`config.mk`:
```
export PLATFORM = sky130hd
export DESIGN_NAME = ifetch_prefetch_buffer_flat
export DESIGN_NICKNAME = d
export VERILOG_FILES = /design/src/rtl/ifetch_prefetch_buffer_if.sv /design/src/rtl/ifetch_prefetch_buffer.sv /design/src/flat_wrapper.sv
export SDC_FILE = /design/constraint.sdc
export NUM_CORES = 1
export LEC_CHECK = 0
export CORE_MARGIN = 1
export CORE_UTILIZATION = 56
export CTS_CLUSTER_DIAMETER = 40
export DETAILED_ROUTE_END_ITERATION = 16
export PLACE_DENSITY = 0.88
export SKIP_CTS_REPAIR_TIMING = 1
export SYNTH_ARGS = -nofsm -noshare
export SYNTH_HDL_FRONTEND = slang
export SYNTH_SLANG_ARGS = --single-unit
```
`constraint.sdc`:
```
create_clock -name clk -period 5.7 [get_ports clk]
set_clock_uncertainty 0.1 [all_clocks]
set_input_delay 0.57 -clock clk [delete_from_list [all_inputs] [get_ports clk]]
set_output_delay 0.57 -clock clk [all_outputs]
set_load 0.05 [all_outputs]
```
`src/rtl/ifetch_prefetch_buffer_if.sv`:
```
// Bus bundle for the instruction prefetch stage: redirect, memory req/gnt/rvalid, and instruction valid/ready.
interface ifetch_prefetch_buffer_if;
  logic        redirect_valid;
  logic [63:0] redirect_pc;
  logic        mem_req;
  logic [63:0] mem_addr;
  logic        mem_gnt;
  logic        mem_rvalid;
  logic [31:0] mem_rdata;
  logic        instr_valid;
  logic        instr_ready;
  logic [31:0] instr_data;
  logic [63:0] instr_pc;

  modport master (
    input  redirect_valid, redirect_pc, mem_gnt, mem_rvalid, mem_rdata, instr_ready,
    output mem_req, mem_addr, instr_valid, instr_data, instr_pc
  );

  modport slave (
    output redirect_valid, redirect_pc, mem_gnt, mem_rvalid, mem_rdata, instr_ready,
    input  mem_req, mem_addr, instr_valid, instr_data, instr_pc
  );
endinterface

```
`src/rtl/ifetch_prefetch_buffer.sv`:
```
// Sequential instruction prefetcher: credit-limited fetch issue, in-order word FIFO, redirect flush with drop count.
module ifetch_prefetch_buffer #(
  parameter int unsigned DEPTH    = 4,
  parameter logic [63:0] RESET_PC = 64'h0
) (
  input logic                      clk,
  input logic                      rst,
  ifetch_prefetch_buffer_if.master bus
);
  localparam int unsigned AW = $clog2(DEPTH);
  localparam int unsigned CW = AW + 1;
  localparam logic [CW:0] DEPTH_W = (CW+1)'(DEPTH);

  logic [63:0]   fetch_pc;
  logic [63:0]   out_pc;
  logic [31:0]   fifo_mem [DEPTH];
  logic [AW-1:0] rd_ptr;
  logic [AW-1:0] wr_ptr;
  logic [CW-1:0] count;
  logic [CW-1:0] outstanding;
  logic [CW-1:0] drop;

  logic [CW:0]   in_use;
  logic [CW-1:0] outstanding_nxt;
  logic [CW-1:0] count_nxt;
  logic [63:0]   target_pc;
  logic          grant;
  logic          resp;
  logic          drop_resp;
  logic          push;
  logic          pop;

  always_comb begin
    in_use    = {1'b0, count} + {1'b0, outstanding};
    target_pc = bus.redirect_pc & ~64'h3;
    grant     = bus.mem_req & bus.mem_gnt;
    // A stray rvalid with nothing outstanding is ignored so the counters never underflow.
    resp      = bus.mem_rvalid & (outstanding != '0);
    drop_resp = resp & (drop != '0);
    push      = resp & ~drop_resp & ~bus.redirect_valid;
    pop       = bus.instr_valid & bus.instr_ready & ~bus.redirect_valid;
    outstanding_nxt = outstanding + CW'(grant) - CW'(resp);
    count_nxt       = count + CW'(push) - CW'(pop);
  end

  assign bus.mem_req     = rst & (in_use < DEPTH_W);
  assign bus.mem_addr    = fetch_pc;
  assign bus.instr_valid = (count != '0);
  assign bus.instr_pc    = out_pc;
  assign bus.instr_data  = bus.instr_valid ? fifo_mem[rd_ptr] : '0;

  always_ff @(posedge clk or negedge rst) begin
    if (!rst) begin
      fetch_pc    <= RESET_PC;
      out_pc      <= RESET_PC;
      rd_ptr      <= '0;
      wr_ptr      <= '0;
      count       <= '0;
      outstanding <= '0;
      drop        <= '0;
    end else begin
      outstanding <= outstanding_nxt;
      if (bus.redirect_valid) begin
        // Everything still in flight after this cycle, including a same-cycle grant, is discarded on return.
        fetch_pc <= target_pc;
        out_pc   <= target_pc;
        rd_ptr   <= '0;
        wr_ptr   <= '0;
        count    <= '0;
        drop     <= outstanding_nxt;
      end else begin
        if (grant)     fetch_pc <= fetch_pc + 64'd4;
        if (drop_resp) drop     <= drop - 1'b1;
        if (push)      wr_ptr   <= wr_ptr + 1'b1;
        if (pop) begin
          rd_ptr <= rd_ptr + 1'b1;
          out_pc <= out_pc + 64'd4;
        end
        count <= count_nxt;
      end
    end
  end

  always_ff @(posedge clk) begin
    if (push) fifo_mem[wr_ptr] <= bus.mem_rdata;
  end
endmodule

```
`src/flat_wrapper.sv`:
```
// flat-port wrapper written by rule: the top's interface ports become plain ports
module ifetch_prefetch_buffer_flat 
#(
  parameter int unsigned DEPTH    = 4,
  parameter logic [63:0] RESET_PC = 64'h0
)
  (clk, rst, bus_redirect_valid, bus_redirect_pc, bus_mem_gnt, bus_mem_rvalid, bus_mem_rdata, bus_instr_ready, bus_mem_req, bus_mem_addr, bus_instr_valid, bus_instr_data, bus_instr_pc);
  ifetch_prefetch_buffer_if bus_i ();
  input logic clk;
  input logic rst;
  input wire logic [$bits(bus_i.redirect_valid)-1:0] bus_redirect_valid;
  input wire logic [$bits(bus_i.redirect_pc)-1:0] bus_redirect_pc;
  input wire logic [$bits(bus_i.mem_gnt)-1:0] bus_mem_gnt;
  input wire logic [$bits(bus_i.mem_rvalid)-1:0] bus_mem_rvalid;
  input wire logic [$bits(bus_i.mem_rdata)-1:0] bus_mem_rdata;
  input wire logic [$bits(bus_i.instr_ready)-1:0] bus_instr_ready;
  output wire logic [$bits(bus_i.mem_req)-1:0] bus_mem_req;
  output wire logic [$bits(bus_i.mem_addr)-1:0] bus_mem_addr;
  output wire logic [$bits(bus_i.instr_valid)-1:0] bus_instr_valid;
  output wire logic [$bits(bus_i.instr_data)-1:0] bus_instr_data;
  output wire logic [$bits(bus_i.instr_pc)-1:0] bus_instr_pc;
  assign bus_i.redirect_valid = bus_redirect_valid;
  assign bus_i.redirect_pc = bus_redirect_pc;
  assign bus_i.mem_gnt = bus_mem_gnt;
  assign bus_i.mem_rvalid = bus_mem_rvalid;
  assign bus_i.mem_rdata = bus_mem_rdata;
  assign bus_i.instr_ready = bus_instr_ready;
  assign bus_mem_req = bus_i.mem_req;
  assign bus_mem_addr = bus_i.mem_addr;
  assign bus_instr_valid = bus_i.instr_valid;
  assign bus_instr_data = bus_i.instr_data;
  assign bus_instr_pc = bus_i.instr_pc;
  ifetch_prefetch_buffer #(.DEPTH(DEPTH), .RESET_PC(RESET_PC)) u_core (.clk(clk), .rst(rst), .bus(bus_i));
endmodule
```
=== Word level (Yosys, flattened, before mapping) ===
Memories as Yosys holds them, arrays and structs flattened.
Cells that the tools add are included.

* Bits in registers: 141
* Latch bits: 0
* Memory bits (writable): 128
* Bits in read-only memories: 0
* Input port bits: 102
* Output and inout bits: 162
* Logic and storage cells: 50
* Memories: 1

{| class="wikitable"
|+ Memory list
! name !! depth !! width !! rd ports !! clocked after Yosys merged registers in !! wr ports !! line !! text
|-
| u_core.fifo_mem || 4 || 32 || 1 || 0 || 1 || ifetch_prefetch_buffer.sv:16 || <nowiki>logic [31:0] fifo_mem [DEPTH];</nowiki>
|}

* Add/sub/neg operators: 10
* Multiply operators: 0
* Div/mod/pow operators: 0
* Order comparisons: 1
* Equal/unequal tests: 0
* Shifts and indexed selects: 0
* Muxes and demuxes: 14
* Bitwise gates (word level): 10
* Reduce and logical (&&, ||, !) cells: 7

{| class="wikitable"
|+ Operator list
! kind !! count
|-
| $mux 64 || 4
|-
| $add 64x3->64 const B || 2
|-
| $mux 32 || 1
|-
| $mux 3 || 3
|-
| $reduce_bool 3->1 || 3
|-
| $and 1x1->1 || 8
|-
| $mux 2 || 4
|-
| $reduce_bool 2->1 || 4
|-
| $add 3x1->3 || 2
|-
| $sub 3x1->3 || 2
|-
| $add 2x1->2 const B || 2
|-
| $add 3x3->4 || 1
|-
| $lt 4x3->1 const B || 1
|-
| $sub 3x1->3 const B || 1
|-
| $mux 1 || 2
|-
| $not 1->1 || 2
|}

=== Depth between registers and ports, before layout ===
* Depth after elaboration: 9
* Mapped depth: 12
* Gate-level depth less buffers: 10

=== Worst setup path before layout ===
OpenSTA, ideal clock, no wires.

* Path kind: input to register
* Start point: input bus_redirect_valid
* End point: register u_core.count[2]
* Setup time: 132 ps
* Data arrival time: 2680 ps
* Data required time: 5468 ps
* Slack: 2788 ps
* Stages on the path: 12
* Path buffers: 3
* Cell sequence: clkbuf_1 -> clkbuf_1 -> buf_1 -> nor2_1 -> ha_1 -> inv_1 -> ha_1 -> inv_1 -> fa_1 -> xor2_1 -> xnor2_1 -> nor2_1

* Word-level cells in the longest chain between the ends: 5
* Elaborated cells between the ends (all ways): 6
* Those cells by class: add/sub: 2; mux: 1; bitwise: 3

{| class="wikitable"
|+ RTL lines
! element !! line !! text
|-
| start, declared || flat_wrapper.sv:11 || <nowiki>input wire logic [$bits(bus_i.redirect_valid)-1:0] bus_redirect_valid;</nowiki>
|-
| $not 1->1 || ifetch_prefetch_buffer.sv:40, ifetch_prefetch_buffer.sv:41 ||
|-
| $and 1x1->1 || ifetch_prefetch_buffer.sv:40 || <nowiki>push = resp & ~drop_resp & ~bus.redirect_valid;</nowiki>
|-
| $add 3x1->3 || ifetch_prefetch_buffer.sv:43 || <nowiki>count_nxt = count + CW'(push) - CW'(pop);</nowiki>
|-
| $sub 3x1->3 || ifetch_prefetch_buffer.sv:43 ||
|-
| $mux 3 (*) || ifetch_prefetch_buffer.sv:63 || <nowiki>if (bus.redirect_valid) begin</nowiki>
|-
| end signal, assigned || ifetch_prefetch_buffer.sv:79 || <nowiki>count <= count_nxt;</nowiki>
|-
| end, declared || ifetch_prefetch_buffer.sv:19 || <nowiki>logic [CW-1:0] count;</nowiki>
|}

Mark *: on every way between the ends. The rest lies on a longest branch, timed or not.
A chain may end at the register's enable or synchronous reset.

=== Worst setup path after layout ===
* Start point: register u_core.count[2]
* End point: register u_core.fetch_pc[50], in the netlist u_core.bus.mem_addr[50]

* Word-level cells in the longest chain between the ends: 5

{| class="wikitable"
|+ RTL lines
! element !! line !! text
|-
| $add 3x3->4 || ifetch_prefetch_buffer.sv:34 || <nowiki>in_use = {1'b0, count} + {1'b0, outstanding};</nowiki>
|-
| $lt 4x3->1 || ifetch_prefetch_buffer.sv:46 || <nowiki>assign bus.mem_req = rst & (in_use < DEPTH_W);</nowiki>
|-
| $and 1x1->1 || ifetch_prefetch_buffer.sv:46 ||
|-
| $and 1x1->1 || ifetch_prefetch_buffer.sv:36 || <nowiki>grant = bus.mem_req & bus.mem_gnt;</nowiki>
|-
| $reduce_bool 2->1 (no source line) || n/a ||
|-
| end signal, assigned || ifetch_prefetch_buffer.sv:65 || <nowiki>fetch_pc <= target_pc;</nowiki>
|-
| end signal, assigned || ifetch_prefetch_buffer.sv:72 || <nowiki>if (grant) fetch_pc <= fetch_pc + 64'd4;</nowiki>
|-
| end, declared || ifetch_prefetch_buffer.sv:14 || <nowiki>logic [63:0] fetch_pc;</nowiki>
|}

No other way between the ends.

==> reports/metrics.yaml <==
status: "completed"
yosys.area.top_type: "edfxtp_1"
cts_tree: "yes"
cts-root-buf: "clkbuf_16"
cp-end-kind: "flip-flop"
worstSetupStartpointType: "flip-flop"
fin_cells: 1715
fmax_mhz: 252.2
nNetsFinal: 1486
ant_nets: 0
endpoint: "u_core.bus.mem_addr[50]"
clock_latency_ns: 0.52
r2r_setup_slack_ns: 1.74
netlist.area_leader.share: 0.2882
top_usage_layer: "met2"
die_w_um: 156.3
async_reset_ff_frac: 0.5170
report.power.total_mw: 6.731
numClockSinks: 265
routed_wl_um: 37520
maxCapViolations: 0
crit_start: "u_core.count[2]"
grt_max_degree: 95
rsz0062_at_grt: "false"
finalSetupTns_ns: 0
worst_pin_slew_ns: 1.240
grt_usage: 0.3060
drv_slew: 0
synth_ff_type: "dfrtp_1"
diodes: 0
io_buffer_count: 257
layout-drive-gt1-share: 0.1153
ys_ff_latch: 265
initial_core_util: 0.5699
wl_per_cell_um: 21.87
ir_drop_mv: 0.2498
whs_ns: 0.3536
internal_power_mw: 4.327
ys_top_cells_by_count: "dfrtp_1 (137), edfxtp_1 (128), nor2_1 (70), clkbuf_1 (49), nand2_1 (45)"
r2r-start: "u_core.count[2]"
cts_max_level: 2
reg2reg_depth: 6
p_clk_frac: 0.331
synth_most_common_cell: "dfrtp_1"
p_sw_mw: 2.404
drt_iter0_drc: 1048
cts.reportedPaths.clkPinSlew_ns: 0.06
cp.required_ns: 6.04
p_per_area_mw_per_mm2: 388.3
ys_seq_area_frac: 0.5452
synthTopCellsByArea: "edfxtp_1 (29%), dfrtp_1 (26%), mux4_2 (5.4%), mux2_2 (3.5%), xnor2_1 (2.5%)"
layout_min_cycle_time_ns: 3.964
setup_viol: 0
globalRouteOverflowTotal: 0
globalplace.congestion: 0.8926
seq_power_share: 0.354
dp.final_hpwl_um: 25140
syn_inst: 1122
dp.cells: 1647
antenna_found_initial: 1
ys_types: 64
firstDrtPassIters: 5
grt_pass1_wl_um: 57550
arrival_ns: 4.30
final.setup.worst_slack_ns: 1.736
met2_usage: 0.5049
total_leakage_power_nw: 6.255
hold_viol_final: 0
critPathMaxFanout: 24
row_count: 56
synth_edf_count: 128
numCtsBuffers: 37
netlist_area_mm2: 0.01334
grt_pass1_vias: 10590
vias: 10810
fin_crit_sh: 0.6955
combPwrFrac: 0.316
min_path_type: "primary input to asynchronous set/reset pin"
yosysWarnings: 0
clk_path_buf_depth: 3
core_mm2: 0.02340
p_sw_frac: 0.3572
r2r-end: "u_core.bus.mem_addr[50]"
met1_usage: 0.3819
drc: 0
preCtsSetupSlack_ns: 1.856
max_slew_margin: 0.1706
fp.dieArea_mm2: 0.02444
areaGrowthSynthToFinish_pct: 29.96
grt_use_met3: 0.07671
viasPerCell: 6.304
avgSynthCellArea_um2: 11.89
crit_type: "flip-flop to flip-flop"
boundaryPins: 264
die_height_um: 156.3
-- how the worst min path moves through the flow --
stage	start	endpoint	slack, ns
after floorplan	rst	u_core.bus.instr_pc[10]	0.17
after global placement	rst	u_core.bus.instr_pc[52]	0.28
after detailed placement	rst	u_core.bus.instr_pc[56]	0.28
after CTS	rst	u_core.bus.instr_pc[60]	-0.26
after global routing	rst	u_core.bus.instr_pc[60]	0.35
final	rst	u_core.bus.instr_pc[60]	0.35
-- registers in the layout, indices dropped and copies added, names as in the netlist --
register and count:
u_core.bus.instr_pc 62, u_core.bus.mem_addr 62, u_core.count 3, u_core.drop 3
u_core.fifo_mem 128, u_core.outstanding 3, u_core.rd_ptr 2, u_core.wr_ptr 2
-- critical path, stage by stage, from the launching register on --
cell and delay, ns:
dfrtp_1 0.45, ha_1 0.32, nor4b_2 0.51, and3_1 0.43, nand4_1 1.01, or4_1 0.86
a31oi_1 0.19
-- per-stage QoR --
step / util / area [um2]
finish: 0.7407 / 17330
global route: 0.7407 / 17330
CTS: 0.7403 / 17320
detailed placement: 0.6892 / 16130
global placement: 0.6892 / 16130
floorplan: - / 13350
-- power by group through the flow --
stage / registers, mW / clock network (mW) / logic, mW
after floorplan: 2.67 / 0 / 1.13
after global placement: 2.40 / 0 / 2.08
after detailed placement: 2.41 / 0 / 2.12
after CTS: 2.38 / 2.25 / 2.14
after global routing: 2.40 / 2.33 / 2.24
final: 2.38 / 2.22 / 2.13
-- cell usage in the layout, fill, tap and decap left out, types with 4 or more instances in the layout --
cell type	n
a211o_1	4
a211oi_1	19
a21oi_1	21
a311oi_1	17
a31oi_1	27
and2_1	43
and3_1	30
and4_1	33
buf_4	13
clkbuf_1	9
clkbuf_16	37
clkdlybuf4s50_1	255
clkinvlp_4	5
conb_1	4
dfrtp_1	136
edfxtp_1	128
ha_1	14
inv_1	33
inv_6	4
mux2_2	41
mux4_2	32
nand2_1	45
nand2b_1	6
nand3_1	42
nand4_1	40
nor2_1	70
nor2b_1	16
nor3_1	40
nor3b_1	5
nor4_1	37
o21ai_0	9
o31ai_1	24
or3_1	14
or4_1	21
xnor2_1	38
xor2_1	28
-- layout make-up --
| class | instances | area, um2 |
|---|---|---|
| Clock buffer | 46 | 959.7 |
| Clock inverter | 21 | 235.2 |
| Fill cell | 1579 | 6068 |
| Inverter | 34 | 130.1 |
| Multi-Input combinational cell | 759 | 5660 |
| Sequential cell | 265 | 7273 |
| Tap cell | 319 | 399.1 |
| Timing Repair Buffer | 271 | 2676 |
-- per-layer routing --
layer  vias to the layer above  wire (um)
met1                      5332      14240
met4                         2       1534
li1                       4807          -
met2                       553      18480
met5                         -         13
met3                       117       3247
-- logic make-up (layout without fill, tap and decap cells) --
| family | after synthesis | after routing | share of synthesized area |
|---|---|---|---|
| other | 1 | 4 | 0.0002812 |
| AND/OR/NAND/NOR | 459 | 459 | 0.1995 |
| adder cells (fa/ha/maj) | 16 | 16 | 0.01614 |
| XOR/XNOR | 66 | 66 | 0.04334 |
| flip-flops | 265 | 265 | 0.5452 |
| AO/OA/AOI/OAI | 139 | 139 | 0.07411 |
| multiplexers | 75 | 75 | 0.09015 |
| buffers and inverters | 101 | 372 | 0.03124 |
(Power assumes the default switching activity.)
